**config.mk**
```make
export PLATFORM = sky130hd
export DESIGN_NAME = output_layer_mac
export DESIGN_NICKNAME = d
export VERILOG_FILES = /design/src/rtl/nn_fmt_pkg.sv /design/src/rtl/sm_mac_lane.sv /design/src/rtl/output_layer_mac.sv
export SDC_FILE = /design/constraint.sdc
export NUM_CORES = 2
export LEC_CHECK = 0
export BUFFER_PORTS_ARGS = -buffer_cell sky130_fd_sc_hd__clkbuf_2
export CORE_ASPECT_RATIO = 1.1
export CORE_UTILIZATION = 34
export CTS_BUF_LIST = sky130_fd_sc_hd__clkbuf_2
export DETAILED_ROUTE_END_ITERATION = 16
export PLACE_DENSITY_LB_ADDON = 0.08
export SLEW_MARGIN = 20
export SYNTH_ARGS = -nofsm -noshare
export SYNTH_HDL_FRONTEND = slang
export SYNTH_SLANG_ARGS = --single-unit
```
**constraint.sdc**
```tcl
create_clock -name clk -period 7.5 [get_ports clk]
set_clock_uncertainty 0.05 [all_clocks]
set_input_delay 1.5 -clock clk [delete_from_list [all_inputs] [get_ports clk]]
set_output_delay 1.5 -clock clk [all_outputs]
set_load 0.02 [all_outputs]
```
**src/rtl/nn_fmt_pkg.sv**
```systemverilog
// rtl/nn_fmt_pkg.sv - shared sign-magnitude score format for the digit classifier
// Purpose: widths, codes and helpers shared by the output layer and max_in_10.
//   DW       score / activation / weight width
//   N_OUT    neuron count expected by max_in_10
//   SAT_CODE positive-saturation score, ranked highest by max_in_10
//   lane_of  packed lane index of neuron d (max_in_10 reports oIndex = 9 - lane)
package nn_fmt;

  localparam int DW = 8;
  localparam int N_OUT = 10;
  localparam logic [DW-1:0] SAT_CODE = 8'h80;
  localparam logic [DW-1:0] NEG_SAT_CODE = 8'hFF;

  typedef enum logic [1:0] {
    ST_IDLE,
    ST_ACCUM,
    ST_DRAIN,
    ST_QUANT
  } mac_state_t;

  function automatic int lane_of(input int d);
    return N_OUT - 1 - d;
  endfunction

  function automatic logic sm_sign(input logic [DW-1:0] x);
    return x[DW-1];
  endfunction

  function automatic logic [DW-2:0] sm_mag(input logic [DW-1:0] x);
    return x[DW-2:0];
  endfunction

endpackage

```
**src/rtl/sm_mac_lane.sv**
```systemverilog
// rtl/sm_mac_lane.sv - one output neuron: sign-magnitude MAC plus quantize/clamp
// Purpose: accumulates act*w products in two's complement and presents the
//   8-bit sign-magnitude score of the current accumulator.
// Ports:
//   clk, rst  clock and synchronous active-high reset
//   clear     zero the accumulator (start of an inference)
//   mac_en    add act*w into the accumulator on this edge
//   act, w    sign-magnitude operands
//   score     quantized score of the accumulator (combinational)
module sm_mac_lane
  import nn_fmt::*;
#(
  parameter int ACC_W = 20,
  parameter int SHIFT = 7
) (
  input  logic          clk,
  input  logic          rst,
  input  logic          clear,
  input  logic          mac_en,
  input  logic [DW-1:0] act,
  input  logic [DW-1:0] w,
  output logic [DW-1:0] score
);

  localparam int PW = 2 * (DW - 1);
  localparam logic signed [ACC_W-1:0] Q_MAX = 127;
  localparam logic signed [ACC_W-1:0] Q_MIN = -127;

  logic [PW-1:0]            prod_mag;
  logic                     prod_neg;
  logic signed [ACC_W-1:0]  prod_ext;
  logic signed [ACC_W-1:0]  term;
  logic signed [ACC_W-1:0]  acc;
  logic signed [ACC_W-1:0]  q;
  logic signed [ACC_W-1:0]  q_neg;

  // 0x80 has magnitude 0, so -0 inputs contribute nothing without a special case.
  assign prod_mag = PW'(sm_mag(act)) * PW'(sm_mag(w));
  assign prod_neg = sm_sign(act) ^ sm_sign(w);
  assign prod_ext = {{(ACC_W-PW){1'b0}}, prod_mag};
  assign term     = prod_neg ? -prod_ext : prod_ext;

  always_ff @(posedge clk) begin
    if (rst || clear) begin
      acc <= '0;
    end else if (mac_en) begin
      acc <= acc + term;
    end
  end

  // Arithmetic shift floors toward -inf, so small negative sums land on -1.
  assign q     = acc >>> SHIFT;
  assign q_neg = -q;

  always_comb begin
    score = '0;
    if (q > Q_MAX) begin
      score = SAT_CODE;
    end else if (q < Q_MIN) begin
      score = NEG_SAT_CODE;
    end else if (!q[ACC_W-1]) begin
      score = {1'b0, q[DW-2:0]};
    end else begin
      score = {1'b1, q_neg[DW-2:0]};
    end
  end

endmodule

```
**src/rtl/output_layer_mac.sv**
```systemverilog
// rtl/output_layer_mac.sv - classifier output layer: MAC over hidden activations, quantized scores
// Purpose: one inference per start pulse; N_IN activations are accepted, each
//   multiplied against a weight-ROM row of N_OUT lanes, then the sums are
//   quantized and packed for max_in_10.
// Ports:
//   clk, rst    clock and synchronous active-high reset
//   start       begin inference (IDLE only)
//   act_in      activation, sign-magnitude; act_valid/act_ready handshake
//   w_addr      ROM row address = number of accepted activations
//   w_data      ROM row (1-cycle registered read), neuron d at lane_of(d)
//   data_out    packed scores, neuron d at lane_of(d); data_valid pulses on update
//   busy        high in ACCUM, DRAIN and QUANT
module output_layer_mac
  import nn_fmt::*;
#(
  parameter int N_IN  = 32,
  parameter int N_OUT = 10,
  parameter int ACC_W = 20,
  parameter int SHIFT = 7
) (
  input  logic                      clk,
  input  logic                      rst,
  input  logic                      start,
  input  logic [DW-1:0]             act_in,
  input  logic                      act_valid,
  output logic                      act_ready,
  output logic [$clog2(N_IN)-1:0]   w_addr,
  input  logic [N_OUT*DW-1:0]       w_data,
  output logic [N_OUT*DW-1:0]       data_out,
  output logic                      data_valid,
  output logic                      busy
);

  localparam int AW = $clog2(N_IN);
  localparam logic [AW-1:0] LAST = AW'(N_IN - 1);

  mac_state_t            state;
  logic [AW-1:0]         cnt;
  logic [DW-1:0]         act_s1;
  logic                  v_s1;
  logic                  accept;
  logic                  clear_acc;
  logic [N_OUT*DW-1:0]   scores;

  assign accept    = act_valid & act_ready;
  assign clear_acc = (state == ST_IDLE) & start;
  assign w_addr    = cnt;

  // Stage 2: the ROM row for an accepted activation arrives one edge after the
  // accept, alongside act_s1, so each lane MACs when v_s1 is set.
  for (genvar d = 0; d < N_OUT; d++) begin : g_lane
    localparam int L = lane_of(d);
    sm_mac_lane #(
      .ACC_W (ACC_W),
      .SHIFT (SHIFT)
    ) u_lane (
      .clk    (clk),
      .rst    (rst),
      .clear  (clear_acc),
      .mac_en (v_s1),
      .act    (act_s1),
      .w      (w_data[L*DW +: DW]),
      .score  (scores[L*DW +: DW])
    );
  end

  always_ff @(posedge clk) begin
    if (rst) begin
      state      <= ST_IDLE;
      cnt        <= '0;
      act_ready  <= 1'b0;
      busy       <= 1'b0;
      data_valid <= 1'b0;
      data_out   <= '0;
      act_s1     <= '0;
      v_s1       <= 1'b0;
    end else begin
      data_valid <= 1'b0;
      v_s1       <= accept;
      if (accept) begin
        act_s1 <= act_in;
      end
      case (state)
        ST_IDLE: begin
          if (start) begin
            state     <= ST_ACCUM;
            cnt       <= '0;
            act_ready <= 1'b1;
            busy      <= 1'b1;
          end
        end
        ST_ACCUM: begin
          if (accept) begin
            if (cnt == LAST) begin
              cnt       <= '0;
              act_ready <= 1'b0;
              state     <= ST_DRAIN;
            end else begin
              cnt <= cnt + AW'(1);
            end
          end
        end
        // Last product lands in the accumulators on the DRAIN edge.
        ST_DRAIN: begin
          state <= ST_QUANT;
        end
        ST_QUANT: begin
          state      <= ST_IDLE;
          busy       <= 1'b0;
          data_out   <= scores;
          data_valid <= 1'b1;
        end
        default: begin
          state <= ST_IDLE;
        end
      endcase
    end
  end

endmodule

```
# Word-level counts from Yosys, hierarchy flattened
# Index checks and enable logic that the tools add are counted.
# op_classes
n_addsub	31
multipliers	10
magnitude_cmp	20
eq_ne	7
muxes	54
bitwise_logic	12
reduce_logical	8
# op_table
op	n
$mux W8	30
$add A20 B20 Y20	10
$mux W20	10
$neg A14 Y20	10
$mul A7 B7 Y14	10
$gt A13 B8 Y1 const B	10
$lt A13 B8 Y1 const B	10
$neg A7 Y7	10
$mux W5	3
$pmux W5 S2	1
$xor A1 B1 Y1	10
$pmux W2 S4	1
$mux W2	3
$ne A2 B2 Y1 const B	3
$reduce_and A3 Y1	2
$add A5 B1 Y5 const B	1
$eq A5 B5 Y1 const B	1
$eq A2 B2 Y1 const B	2
$mux W1	4
$pmux W1 S2	2
$reduce_and A4 Y1	1
$reduce_bool A2 Y1	2
$and A1 B1 Y1	2
$eq A2 B1 Y1 const B	1
other kinds (3)	3
# word_totals
ff_bits	299
inputBits	92
out_inout_bits	88
elab_cells	160

# Logic depth before layout (Yosys ltp)
# logic_depth
word_depth	4
depth_mapped	32
mapped_depth_nobuf	29

# Modules after synthesis
# A second synthesis with hierarchy kept.
# hier_totals
hier_cells	5195
hier_area_um2	43011.3
# modules_own_cells
module	n_inst	cells_per_inst	area_per_inst_um2
sm_mac_lane at g_lane[6].u_lane ...	3	506	4063.9
sm_mac_lane at g_lane[0].u_lane ...	3	465	3870.0
sm_mac_lane at g_lane[4].u_lane ...	2	490	3928.8
sm_mac_lane at g_lane[9].u_lane	1	483	3911.3
sm_mac_lane at g_lane[3].u_lane	1	462	3803.6
output_layer_mac	1	357	3637.2

# Worst setup path before layout
# OpenSTA, ideal clock, no wires.
# synth_path
kind	input to register
start	input port w_data[19]
end	register g_lane[7].u_lane.acc[19]
setup_time_ps	72
arrival_time_ps	7734
required_time_ps	7378
path_slack_ps	-356
stages	27
path_buffers	0
cell_sequence	and2_1 fa_1 inv_1 fa_1 inv_1 fa_1 inv_1 fa_1 inv_1 ha_1 nand2_1 o21bai_1 and4b_1 a2111oi_1 nor2b_1 a21oi_1 xnor2_1 ha_1 o21a_1 a21o_1 a2111o_1 nand3_1 o21ai_0 a221o_1 or2_2 mux2i_1 mux2i_1
# synth_between
elab_chain_len	4
# synth_rtl
element	line_no	text
from (decl)	output_layer_mac.sv:28	input logic [N_OUT*DW-1:0] w_data,
$mul A7 B7 Y14 *	sm_mac_lane.sv:38	assign prod_mag = PW'(sm_mag(act)) * PW'(sm_mag(w));
$neg A14 Y20	sm_mac_lane.sv:41	assign term = prod_neg ? -prod_ext : prod_ext;
$mux W20 *	sm_mac_lane.sv:41	
$add A20 B20 Y20 *	sm_mac_lane.sv:47	acc <= acc + term;
to (signal assigned)	sm_mac_lane.sv:47	
to (decl)	sm_mac_lane.sv:33	logic signed [ACC_W-1:0] acc;
# Every way passes the cells marked *; elsewhere a longest branch is shown, timed or not.
# A chain may end at the register's enable or synchronous reset.

# Worst setup path after layout
# layout_path
start	register act_s1[5]
end	register g_lane[1].u_lane.acc[19]
# layout_between
elab_chain_len	4
# layout_rtl
element	line_no	text
from (decl)	output_layer_mac.sv:39	logic [DW-1:0] act_s1;
from (signal assigned)	output_layer_mac.sv:81	act_s1 <= act_in;
$mul A7 B7 Y14 *	sm_mac_lane.sv:38	
$neg A14 Y20	sm_mac_lane.sv:41	
$mux W20 *	sm_mac_lane.sv:41	
$add A20 B20 Y20 *	sm_mac_lane.sv:47	
to (signal assigned)	sm_mac_lane.sv:47	
to (decl)	sm_mac_lane.sv:33	
# Marked as above.

==> results.md <==
- Port Buf Inserts: 179
- Initial DRC count: 1,537
- Worst Hold Class: in2reg
- Element type at the critical path end: flop
- R2R Path End: g_lane[1].u_lane.acc[19]
- Vias in the first global route: 37,240
- Post-synth design cell area: 0.04110 mm²
- DR pass1 iterations: 5
- Top Ports: 180
- Area of the multi-input gates: 0.03351 mm²
- Core Rows: 133
- CTS tree: built
- Worst Path Required: 8.61 ns
- Cell count after synthesis: 5,060
- Wire length on met2: 53,580 µm
- Share of the synthesized area in the top cell type: 0.1754
- First-pass GRT wire length: 200,000 µm
- Share of cells above drive strength 1: 0.1881
- Clock Sinks: 299
- Top sig layer: met5
- CP Data Arrival Time: 8.19 ns
- Maximum vdd drop: between 0.09 and 0.1 mV
- WL/cell: 16.58 µm
- Worst hold path depth: 3
- Reg2reg setup slack: between 0.4 and 0.5 ns
- CP Max Fanout: 39
- Clock root buffer: clkbuf_2
- Top cells by area, synth: ha_1 18%, dfxtp_1 15%, fa_1 12%
- YS warnings: 0
- Flops & latches, synth: 299
- Worst slew margin relative to its limit: 0.3008
- Via density: 5.022
- Status: finished clean
- Post-Syn Area per Cell: 8.122 µm²
- Slew Viols, Final: 0
- Tmin final: 7.076 ns
- Clk_lat worst skew: 1.29 ns
- Ys flop type: dfxtp_1
- Hold Vio Cnt, Final: 0
- Core footprint: 0.1196 mm²
- Area grow syn2layout: 21.61%
- Antenna violations before repair: 15
- Final #Nets: 6,799
- Finish-stage setup viols: 0
- Total track usage: 0.2021
- Synth cell types: 91
- Area leader, netlist: ha_1
- Post-DP HPWL: between 90,000 and 100,000 µm
- Post-synthesis sequential area ratio: 0.1456
- Die Y: 366.7 µm
- Layout Utilization: 0.4177
- RSZ-0062 raised after global routing: false
- Largest net degree at the start of global routing: 151
- Vias: 37,720
- Die width: about 330 µm
- Grt ovf: 0
- Total die area: 0.1223 mm²
- Hold EP: act_s1[4]
- Total power: 10.88 mW
- Max H-tree Level: 3
- Wl on met1: 62,980 µm
- Number of routed nets with antenna violations: 0
- Fill count: between 10,000 and 15,000
- Startpoint Class: flop
- Achievable Freq: roughly 0.14 GHz
- Gpl congestion: 0.8511
- CTS max path bufs: 3
- Worst-path clk slew: about 0.09 ns
- Hold Startpoint: act_in[4]
- Worst R2R Path Depth: 28
- Period utilization: 0.9435
- Starting Density: 0.3435
- Hold_buf cts: 0
- Maxcap violations: 0
- Number of buffers created by CTS: 99
- P per Cell Area: 217.7 mW/mm²
- Critical path's slowest cell: dfxtp_4
- Worst-Margin Slew: 1.041 ns
- EDFF count, synth: 0
- Post-synthesis async set-or-reset flop share: 0
- DRC viols: 0
- Met3 WL: 5393 µm
- Setup Crit Path Kind: reg2reg
- Post-Syn Nets: approximately 6,000
- Drt total wl: 124,600 µm
- Sequential cell area: 0.006010 mm²
- Worst r2r src: act_s1[5]
- Static Leak: 25.11 nW
- Worst path max stage delay: between 0.5 and 0.6 ns
-- logic make-up (layout without fill, tap and decap cells) --
| family | Yosys count | after routing | share of synthesized area |
|---|---|---|---|
| other cells | 0 | 5 | 0 |
| buf+inv | 508 | 1402 | 0.04652 |
| xor+xnor | 387 | 387 | 0.08247 |
| compound gates | 1204 | 1204 | 0.1876 |
| flops | 299 | 299 | 0.1456 |
| simple gates | 1733 | 1733 | 0.2152 |
| fa+ha+maj | 826 | 826 | 0.2971 |
| mux | 103 | 103 | 0.02545 |
-- power by group --
group / leakage [nW] / switching [mW] / internal (mW)
clock: 0.649 / 0.889 / 0.530
sequential: 2.42 / 0.126 / 1.66
combinational: 22.1 / 3.90 / 3.78
total: 25.1 / 4.91 / 5.97
-- cells in the mapped netlist (14+ instances only) --
cell type and number:
a21oi_1 327, o21bai_1 29, a31oi_1 41, nand4b_1 15
a21o_1 111, or3_1 43, or4_1 17, o31ai_1 48
nand3_1 58, inv_1 345, o211ai_1 25, mux2i_1 100
nor4_1 14, nand2_1 403, fa_1 250, ha_1 576
nand4_1 39, a211o_1 15, and3_1 34, nand3b_1 21
a21boi_0 14, nor2b_1 41, xnor2_1 270, o21ai_0 299
nor2_1 399, o21a_1 51, a211oi_1 81, xor2_1 117
o31a_1 17, a41oi_1 15, clkbuf_1 139, nand2b_1 113
buf_1 18, dfxtp_1 299, and2_1 393, nor3_1 91
-- worst max-delay path by stage --
stage	end	cells after the start	slack, ns	from
global route	g_lane[1].u_lane.acc[18]	24	0.07	act_s1[5]
floorplan	g_lane[7].u_lane.acc[19]	27	-0.07	w_data[19]
detailed placement	g_lane[9].u_lane.acc[19]	25	-0.50	w_data[3]
global placement	g_lane[9].u_lane.acc[19]	25	-0.44	w_data[3]
CTS	g_lane[6].u_lane.acc[19]	26	0.27	act_s1[0]
finish	g_lane[1].u_lane.acc[19]	28	0.42	act_s1[5]
-- through the flow --
stage | setup slack [ns] | area, µm² | TNS, ns | cells | hold WS, ns
floorplan | -0.06671 | 41370 | -0.06671 | 5060 | 0.3953
global placement | -0.4421 | 49020 | -10.85 | 7328 | 0.4045
detailed placement | -0.5022 | 49020 | -13.83 | 7328 | 0.4095
CTS | 0.2655 | 49890 | 0 | 7502 | 0.1513
global route | 0.07028 | 49970 | 0 | 7507 | 0.2856
finish | 0.4239 | 49980 | 0 | 7511 | 0.3719
-- worst max-delay path, delay by kind of cell, from the launching register on --
family          cells  cell delay, ns
fa+ha+maj           6            2.47
simple gates        8            1.68
compound gates      8            1.45
buf+inv             5            0.53
flops               1            0.52
xor+xnor            1            0.16
-- flip-flops by register name, indices dropped and copies added, names as in the netlist --
signal / cells
busy: 1
data_out: 80
act_ready: 1
v_s1: 1
data_valid: 1
w_addr: 5
state: 2
g_lane.u_lane.acc: 200
act_s1: 8
-- layout by cell type (no fill, tap or decap), types with 25 or more instances in the layout --
cell type / netlist / final
xor2_1: 117 / 114
dfxtp_1: 299 / 290
ha_1: 576 / 566
clkbuf_2: 0 / 315
inv_1: 345 / 342
nor2_1: 399 / 397
o21bai_1: 29 / 29
mux2i_1: 100 / 100
o21a_1: 51 / 51
nand2b_1: 113 / 112
fa_1: 250 / 250
clkinv_1: 0 / 29
xnor2_1: 270 / 269
nand3_1: 58 / 58
a31oi_1: 41 / 40
and2_1: 393 / 391
nor2b_1: 41 / 41
nor3_1: 91 / 89
nand2_1: 403 / 401
or3_1: 43 / 43
o31ai_1: 48 / 47
a211oi_1: 81 / 80
and3_1: 34 / 34
nand4_1: 39 / 39
buf_4: 0 / 690
a21oi_1: 327 / 320
o21ai_0: 299 / 298
o211ai_1: 25 / 25
a21o_1: 111 / 111
-- final cells by class --
| cell class | instances | area share |
|---|---|---|
| clock inverter | 37 | 0.003580 |
| antenna | 5 | 0.0002503 |
| timing repair buffer | 881 | 0.1268 |
| inverter | 347 | 0.02611 |
| sequential | 299 | 0.1202 |
| multi-input combinational | 4253 | 0.6705 |
| tap | 1552 | 0.03885 |
| clock buffer | 137 | 0.01372 |
-- what timing repair did --
item / CTS / global route
endpoints found under the setup margin: 0 / 7
gates resized for setup: 0 / 3
buffers inserted: 0 / 4
-- layer usage --
layer  GRT usage  vias to the layer above
li1            -                    19390
met4     0.05450                       14
met5           0                        -
met1      0.2893                    17670
met2      0.3138                      517
met3     0.02918                      137
(Power assumes the default switching activity.)
